--- config.mk ---
export PLATFORM = sky130hd
export DESIGN_NAME = pipeline_param
export DESIGN_NICKNAME = d
export VERILOG_FILES = /design/src/rtl/pipeline_param.sv
export SDC_FILE = /design/constraint.sdc
export NUM_CORES = 1
export LEC_CHECK = 0
export ABC_AREA = 1
export ABC_CLOCK_PERIOD_IN_PS = 5150
export CORE_ASPECT_RATIO = 0.5
export CORE_MARGIN = 2
export CORE_UTILIZATION = 35
export DETAILED_ROUTE_END_ITERATION = 7
export PLACE_DENSITY = 0.58
export SYNTH_ARGS = -nofsm -noshare
export SYNTH_HDL_FRONTEND = slang
export SYNTH_SLANG_ARGS = --single-unit
--- constraint.sdc ---
create_clock -name clk -period 5.15 [get_ports clk]
set_clock_uncertainty 0.2 [all_clocks]
set_input_delay 1.2875 -clock clk [delete_from_list [all_inputs] [get_ports clk]]
set_output_delay 1.2875 -clock clk [all_outputs]
set_load 0.1 [all_outputs]
--- src/rtl/pipeline_param.sv ---
// Parametrised 3-stage in-order ALU pipeline (ID | EX | WB) with full forwarding,
// valid/ready instruction intake, a 2-cycle multiplier and a retire counter.
module pipeline_param #(
    parameter int unsigned XLEN = 8,
    parameter int unsigned NREG = 4,
    parameter int unsigned AW   = $clog2(NREG),
    parameter int unsigned CNTW = 16
) (
    input  logic                clk,
    input  logic                rst,
    input  logic [3+3*AW-1:0]   inst,
    input  logic                inst_valid,
    output logic                inst_ready,
    input  logic [AW-1:0]       dbg_raddr,
    output logic [XLEN-1:0]     dbg_rdata,
    output logic                wb_valid,
    output logic [AW-1:0]       wb_rd,
    output logic [XLEN-1:0]     wb_data,
    output logic [CNTW-1:0]     retire_count
);

    localparam int unsigned IW = 3 + 3 * AW;

    typedef enum logic [2:0] {
        OP_NOP = 3'd0,
        OP_ADD = 3'd1,
        OP_SUB = 3'd2,
        OP_AND = 3'd3,
        OP_OR  = 3'd4,
        OP_XOR = 3'd5,
        OP_MUL = 3'd6,
        OP_LI  = 3'd7
    } op_e;

    typedef enum logic {
        EX_RUN  = 1'b0,
        EX_MUL2 = 1'b1
    } ex_state_e;

    logic [XLEN-1:0] rf [NREG];

    op_e             id_op;
    logic [AW-1:0]   id_rs1;
    logic [AW-1:0]   id_rs2;
    logic [AW-1:0]   id_rd;
    logic [XLEN-1:0] id_imm;
    logic [XLEN-1:0] op_a;
    logic [XLEN-1:0] op_b;

    ex_state_e       ex_state;
    op_e             idex_op;
    logic [AW-1:0]   idex_rd;
    logic [XLEN-1:0] idex_a;
    logic [XLEN-1:0] idex_b;
    logic [XLEN-1:0] mul_q;
    logic [XLEN-1:0] ex_result;
    logic            mul_first;
    logic            ex_writes;

    logic            exwb_we;
    logic [AW-1:0]   exwb_rd;
    logic [XLEN-1:0] exwb_data;

    assign id_op  = op_e'(inst[IW-1 -: 3]);
    assign id_rs1 = inst[3*AW-1 -: AW];
    assign id_rs2 = inst[2*AW-1 -: AW];
    assign id_rd  = inst[AW-1:0];
    assign id_imm = XLEN'({id_rs1, id_rs2});

    // A MUL in its first EX cycle has no result yet and blocks intake.
    assign mul_first  = (ex_state == EX_RUN) && (idex_op == OP_MUL);
    assign ex_writes  = (idex_op != OP_NOP) && !mul_first;
    assign inst_ready = !rst && !mul_first;
    assign dbg_rdata  = rf[dbg_raddr];

    always_comb begin
        ex_result = '0;
        case (idex_op)
            OP_ADD:  ex_result = idex_a + idex_b;
            OP_SUB:  ex_result = idex_a - idex_b;
            OP_AND:  ex_result = idex_a & idex_b;
            OP_OR:   ex_result = idex_a | idex_b;
            OP_XOR:  ex_result = idex_a ^ idex_b;
            OP_MUL:  ex_result = mul_q;
            OP_LI:   ex_result = idex_a;
            default: ex_result = '0;
        endcase
    end

    // Operand forwarding: completed EX result beats EX/WB, which beats the RF.
    always_comb begin
        op_a = rf[id_rs1];
        op_b = rf[id_rs2];
        if (exwb_we && (exwb_rd == id_rs1)) op_a = exwb_data;
        if (exwb_we && (exwb_rd == id_rs2)) op_b = exwb_data;
        if (ex_writes && (idex_rd == id_rs1)) op_a = ex_result;
        if (ex_writes && (idex_rd == id_rs2)) op_b = ex_result;
    end

    always_ff @(posedge clk) begin
        if (rst) begin
            ex_state     <= EX_RUN;
            idex_op      <= OP_NOP;
            idex_rd      <= '0;
            idex_a       <= '0;
            idex_b       <= '0;
            mul_q        <= '0;
            exwb_we      <= 1'b0;
            exwb_rd      <= '0;
            exwb_data    <= '0;
            wb_valid     <= 1'b0;
            wb_rd        <= '0;
            wb_data      <= '0;
            retire_count <= '0;
            rf           <= '{default: '0};
        end else begin
            case (ex_state)
                EX_RUN: begin
                    if (idex_op == OP_MUL) begin
                        ex_state <= EX_MUL2;
                        mul_q    <= idex_a * idex_b;
                    end
                end
                EX_MUL2: ex_state <= EX_RUN;
                default: ex_state <= EX_RUN;
            endcase

            // ID/EX holds during the MUL stall; otherwise a non-transfer is a bubble.
            if (!mul_first) begin
                if (inst_valid) begin
                    idex_op <= id_op;
                    idex_rd <= id_rd;
                    idex_a  <= (id_op == OP_LI) ? id_imm : op_a;
                    idex_b  <= op_b;
                end else begin
                    idex_op <= OP_NOP;
                end
            end

            exwb_we   <= ex_writes;
            exwb_rd   <= idex_rd;
            exwb_data <= ex_result;

            wb_valid <= exwb_we;
            if (exwb_we) begin
                rf[exwb_rd]  <= exwb_data;
                wb_rd        <= exwb_rd;
                wb_data      <= exwb_data;
                retire_count <= retire_count + CNTW'(1);
            end
        end
    end

endmodule

# Word level (Yosys, flattened, before mapping)
# Index checks and enable logic that the tools add are counted.
[totals] reg_bits=100 latchBits=0 ramBits=0 rom_bits=0 inputBits=14 out_inout_bits=36 wordCells=81 n_memories=0
[classes] addsub=3 mul=1 div=0 n_lt_le_gt_ge=5 eq_ne=12 n_shift=0 mux=21 bitwise=9 n_reduce_logical=13
[op_table] cell="8-bit 2-to-1 mux" n=12
[op_table] cell="8-bit case mux with 7 select lines" n=1
[op_table] cell="8-bit binary-select mux with 2-bit select" n=3
[op_table] cell="32-bit bitwise mux" n=1
[op_table] cell="16-bit by 1-bit adder with 16-bit output, second input constant" n=1
[op_table] cell="8-bit demux with 2-bit select" n=1
[op_table] cell="3-bit == test, second input constant" n=5
[op_table] cell="3-bit greater-or-equal comparator, second input constant" n=4
[op_table] cell="2-bit NOT with 3-bit output" n=4
[op_table] cell="8-bit adder" n=1
[op_table] cell="8-bit bitwise AND" n=1
[op_table] cell="2-bit == test" n=4
[op_table] cell="1-bit logical AND" n=8
[op_table] cell="8-bit by 8-bit multiplier with 8-bit output" n=1
[op_table] cell="8-bit OR" n=1
[op_table] cell="8-bit subtractor" n=1
[op_table] cell="8-bit bitwise XOR" n=1
[op_table] cell="3-bit by 2-bit == test with 1-bit output, second input constant" n=2
[op_table] cell="2-bit AND reduction" n=2
[op_table] cell="3-bit by 1-bit == test with 1-bit output, second input constant" n=1
[op_table] cell="3-bit by 1-bit less-than comparator with 1-bit output, second input constant" n=1
[op_table] cell="3-bit 2-to-1 mux" n=1
[op_table] cell="3-bit nonzero test" n=1
[op_table] cell="1-bit zero test" n=2
[op_table] cell="3 further kinds" n=4

# Depth between registers and ports, before layout
# Gate-level depths: netlist (run 1).
[logic_depth] word_depth=7 mapped_depth=22

# Worst setup path before layout (run 1)
# OpenSTA, ideal clock, no wires.
[synth_timing] kind="input port to output port" startpoint="input dbg_raddr[0]" endpoint="output dbg_rdata[4]" arrival_time_ns=3.514 required_ns=3.663 slack_ns=0.149 path_stages=6 path_buffers=2 path_cell_list="clkbuf_1 -> inv_1 -> clkbuf_1 -> o21ai_0 -> a21oi_1 -> a21oi_1"
[synth_between] elab_chain_len=4
[synth_rtl] item="from (decl)" line_no="14" text="input logic [AW-1:0] dbg_raddr,"
[synth_rtl] item="2-bit NOT with 3-bit output (implied by the code)" line_no="74" text="assign dbg_rdata = rf[dbg_raddr];"
[synth_rtl] item="8-bit binary-select mux with 2-bit select" line_no="74"
[synth_rtl] item="8-bit 2-to-1 mux (implied by the code) (2 in series)" line_no="74"
[synth_rtl] item="to (decl)" line_no="15" text="output logic [XLEN-1:0] dbg_rdata,"
# Every way passes these cells. The select of a mux whose other input is x is not followed.

# Worst setup path after layout (run 1)
[layout_timing] startpoint="input dbg_raddr[0]" endpoint="output dbg_rdata[1]"
# Same word-level chain as after synthesis.

==> impl_metrics.csv, run 1 <==
group,metric,value,unit
critical_path,ff2ff_setup_slack,0.94,ns
global_routing,grt_pass1_vias,6133,
synth,avgSynthCellArea,6.82,µm²
critical_path,path_class,"input pin to primary output",
clock_tree,cts.sinks,100,
routing,dr.pass1.iters,5,
clock_tree,htree_levels,3,
synth,asyncSetResetFlopFracSynth,0,%
critical_path,ff2ff_path_depth,20,
cells_and_area,nets,1073,
routing,wl,19000,µm
pwr,power_density,263,mW/mm²
synth,synth_compound_area_share,23.6,%
global_routing,grt_pass1_wl,31800,µm
flow_run,max_cap_violations,0,
cells_and_area,area_delta_synth_final,15.6,%
synth,syn_inst,981,
clock_tree,cts_tree,"done",
clock_tree,cts_hold_buf,0,
hold_path,min_path_type,"flop to flop",
critical_path,r2r_end,"mul_q[7]",
routing,final_antenna_net_count,0,
cells_and_area,nFillCells,1956,
hold_path,min_path_cells,2,
global_routing,antenna_found_initial,0,
synth,ys_seq_area_share,29.9,%
critical_path,cp-end-kind,"primary output",
timing,worstMarginPinSlew,0.997,ns
floorplanning,start_util,36.0,%
timing,period_minus_slack,4.38,ns
timing,setup_viol,0,
critical_path,r2r-start,"idex_a[3]",
global_routing,grt_start_max_net_pins,43,
routing,drtIter0Drc,437,
cells_and_area,multi_input_area,0.00389,mm²
cells_and_area,final_common_cell,"nand2_1",
placed_design,io_buffers,49,
synth,yosys_register_bits,100,
synth,synth_top_family_by_area,"compound AO/OA/AOI/OAI gates",
floorplanning,die_w,200,µm
pwr,leakagePower,3.27,nW
run_status,status,"complete, no violations",
critical_path,cp-startpoint,"dbg_raddr[0]",
floorplanning,rows,35,
timing,rsz0062_at_grt,"false",
timing,setup-tns-final,0,ns
floorplanning,dieArea,0.0203,mm²
synth,synth-adder-area-share,11.6,%
clock_tree,clock_path_buffers,2,
cells_and_area,drive_above_1_share,5.54,%
clock_tree,postCtsSetupBuffers,0,
synth,syn_area,0.00669,mm²
placed_design,hpwl,14100,µm
floorplanning,ioPinCount,50,
clock_tree,cts_buffers,9,
critical_path,start_kind,"input pin",
cells_and_area,regArea,0.00200,mm²
synth,synthesis.nets,1049,
cells_and_area,antenna_cells,0,
critical_path,worst_ep_arrival_time,2.90,ns
clock_tree,root_buffer,"clkbuf_16",
timing,fin_crit_sh,85.1,%
cells_and_area,final_cell_mix,"nand2_1, inv_1, a21oi_1, o21ai_0, dfxtp_1",
timing,max-slew-margin-rel,33.4,%
clock_tree,cts.clk_slew.worst_paths,0.07,ns
synth,synth_xor_area_share,3.53,%
synth,yosys_warnings,0,
synth,synth_flop_cell,"dfxtp_1",
routing,dr_total_vias,6388,
routing,drc_errors,0,
synth,ys_types,41,
timing,timing.final.hold_violations,0,
synth,yosysTopAreaCell,"dfxtp_1",
synth,synth_edf_count,0,
synth,muxShareOfSynthArea,0,%
critical_path,crit_required,3.66,ns
routing,drt-vias-per-instance,5.03,
pwr,irDropWorstVdd,176,µV
timing,final-max-slew-violation-count,0,
pwr,power,2.03,mW
floorplanning,die_height,102,µm
hold_path,holdPathEnd,"mul_q[5]",
synth,synthSimpleGateAreaFrac,19.6,%
global_routing,grt_usage,19.9,%
synth,synthTopCellsByArea,"dfxtp_1, a21oi_1, o21ai_0, nand2_1, inv_1",
routing,routedWlPerCell,15.0,µm
clock_tree,cts_resized,0,
global_routing,gr-total-overflow,0,
synth,netlist.area_leader.share,29.9,%
hold_path,worstHoldStart,"mul_q[5]",
clock_tree,clk_latency,0.35,ns
timing,clock.fmax,0.228,GHz
placed_design,routabilityCongestion,0.878,
critical_path,crit_fanout,23,
floorplanning,core,0.0186,mm²
-- registers in the layout, summed over array words and instances (netlist names), 3 cells and up --
signal	flops
mul_q	8
exwb_data	8
idex_op	3
rf	32
idex_a	8
idex_b	8
wb_data	8
retire_count	16
-- synthesized netlist by cell type (4+ instances only) --
library cell	count
clkbuf_1	25
inv_1	152
nor2_2	5
nand4_1	7
inv_2	4
ha_1	41
xor2_1	15
xnor2_1	12
nor3_1	5
a21oi_1	130
fa_1	13
o211ai_1	16
nand2_1	161
buf_2	16
o21ai_0	127
o22ai_1	8
nand3_1	39
nor2_1	66
dfxtp_1	100
-- through the flow --
stage	area [µm²]	setup WS [ns]	utilization, %	hold slack (ns)	cells
2_1_floorplan	6690	0.149	-	0.226	981
3_3_place_gp	7450	0.747	40.1	0.249	1253
3_5_place_dp	7450	0.747	40.1	0.252	1253
4_1_cts	7740	0.745	41.7	0.270	1269
5_1_grt	7740	0.610	41.7	0.286	1269
6_report	7740	0.767	41.7	0.266	1269
-- per-layer routing --
metal | GRT usage [%] | vias up | share of wire, % | routed length, µm
met5 | 0 | - | 0 | 0
met4 | 5.19 | 0 | 1.1 | 206
met3 | 3.90 | 16 | 4.6 | 885
met2 | 32.7 | 162 | 45 | 8660
met1 | 26.8 | 2967 | 49 | 9300
li1 | - | 3243 | - | -
-- cell type report --
cell class,count,share of cell area (%)
Clock inverter,7,0.744
Inverter,158,7.66
Clock buffer,9,2.91
Tap cell,259,4.19
Sequential cell,100,25.9
Timing Repair Buffer,57,8.28
Multi-Input combinational cell,679,50.3
-- worst max-delay path: stages --
cell             delay, ns
clkdlybuf4s50_1       0.47
inv_1                 0.28
o21ai_0               0.26
a21oi_1               0.06
a21oi_1               0.30
buf_12                0.22
-- worst max path at each step --
stage	endpoint	depth (start not counted)
finish	dbg_rdata[1]	6
global placement	dbg_rdata[0]	6
CTS	dbg_rdata[0]	6
floorplan	dbg_rdata[4]	6
global route	mul_q[7]	20
detailed placement	dbg_rdata[0]	6
-- where the power goes --
group / switching (mW) / internal [mW]
registers: 0.0521 / 0.806
clock network: 0.325 / 0.335
logic: 0.348 / 0.169
-- kinds of logic after synthesis --
family,count (synthesis)
compound gates,296
xor+xnor,27
fa+ha+maj,54
buf+inv,202
flops,100
simple gates,302
Note: power is estimated with default switching activity, not from simulation.
==> run 2, diff against run 1 <==
--- a/config.mk
+++ b/config.mk
@@ -6,7 +6,6 @@
 export NUM_CORES = 1
 export LEC_CHECK = 0
 export ABC_AREA = 1
-export ABC_CLOCK_PERIOD_IN_PS = 5150
 export CORE_ASPECT_RATIO = 0.5
 export CORE_MARGIN = 2
 export CORE_UTILIZATION = 35
==> results of run 2 <==
Final layout, timing and power as in run 1 (identical DEF).
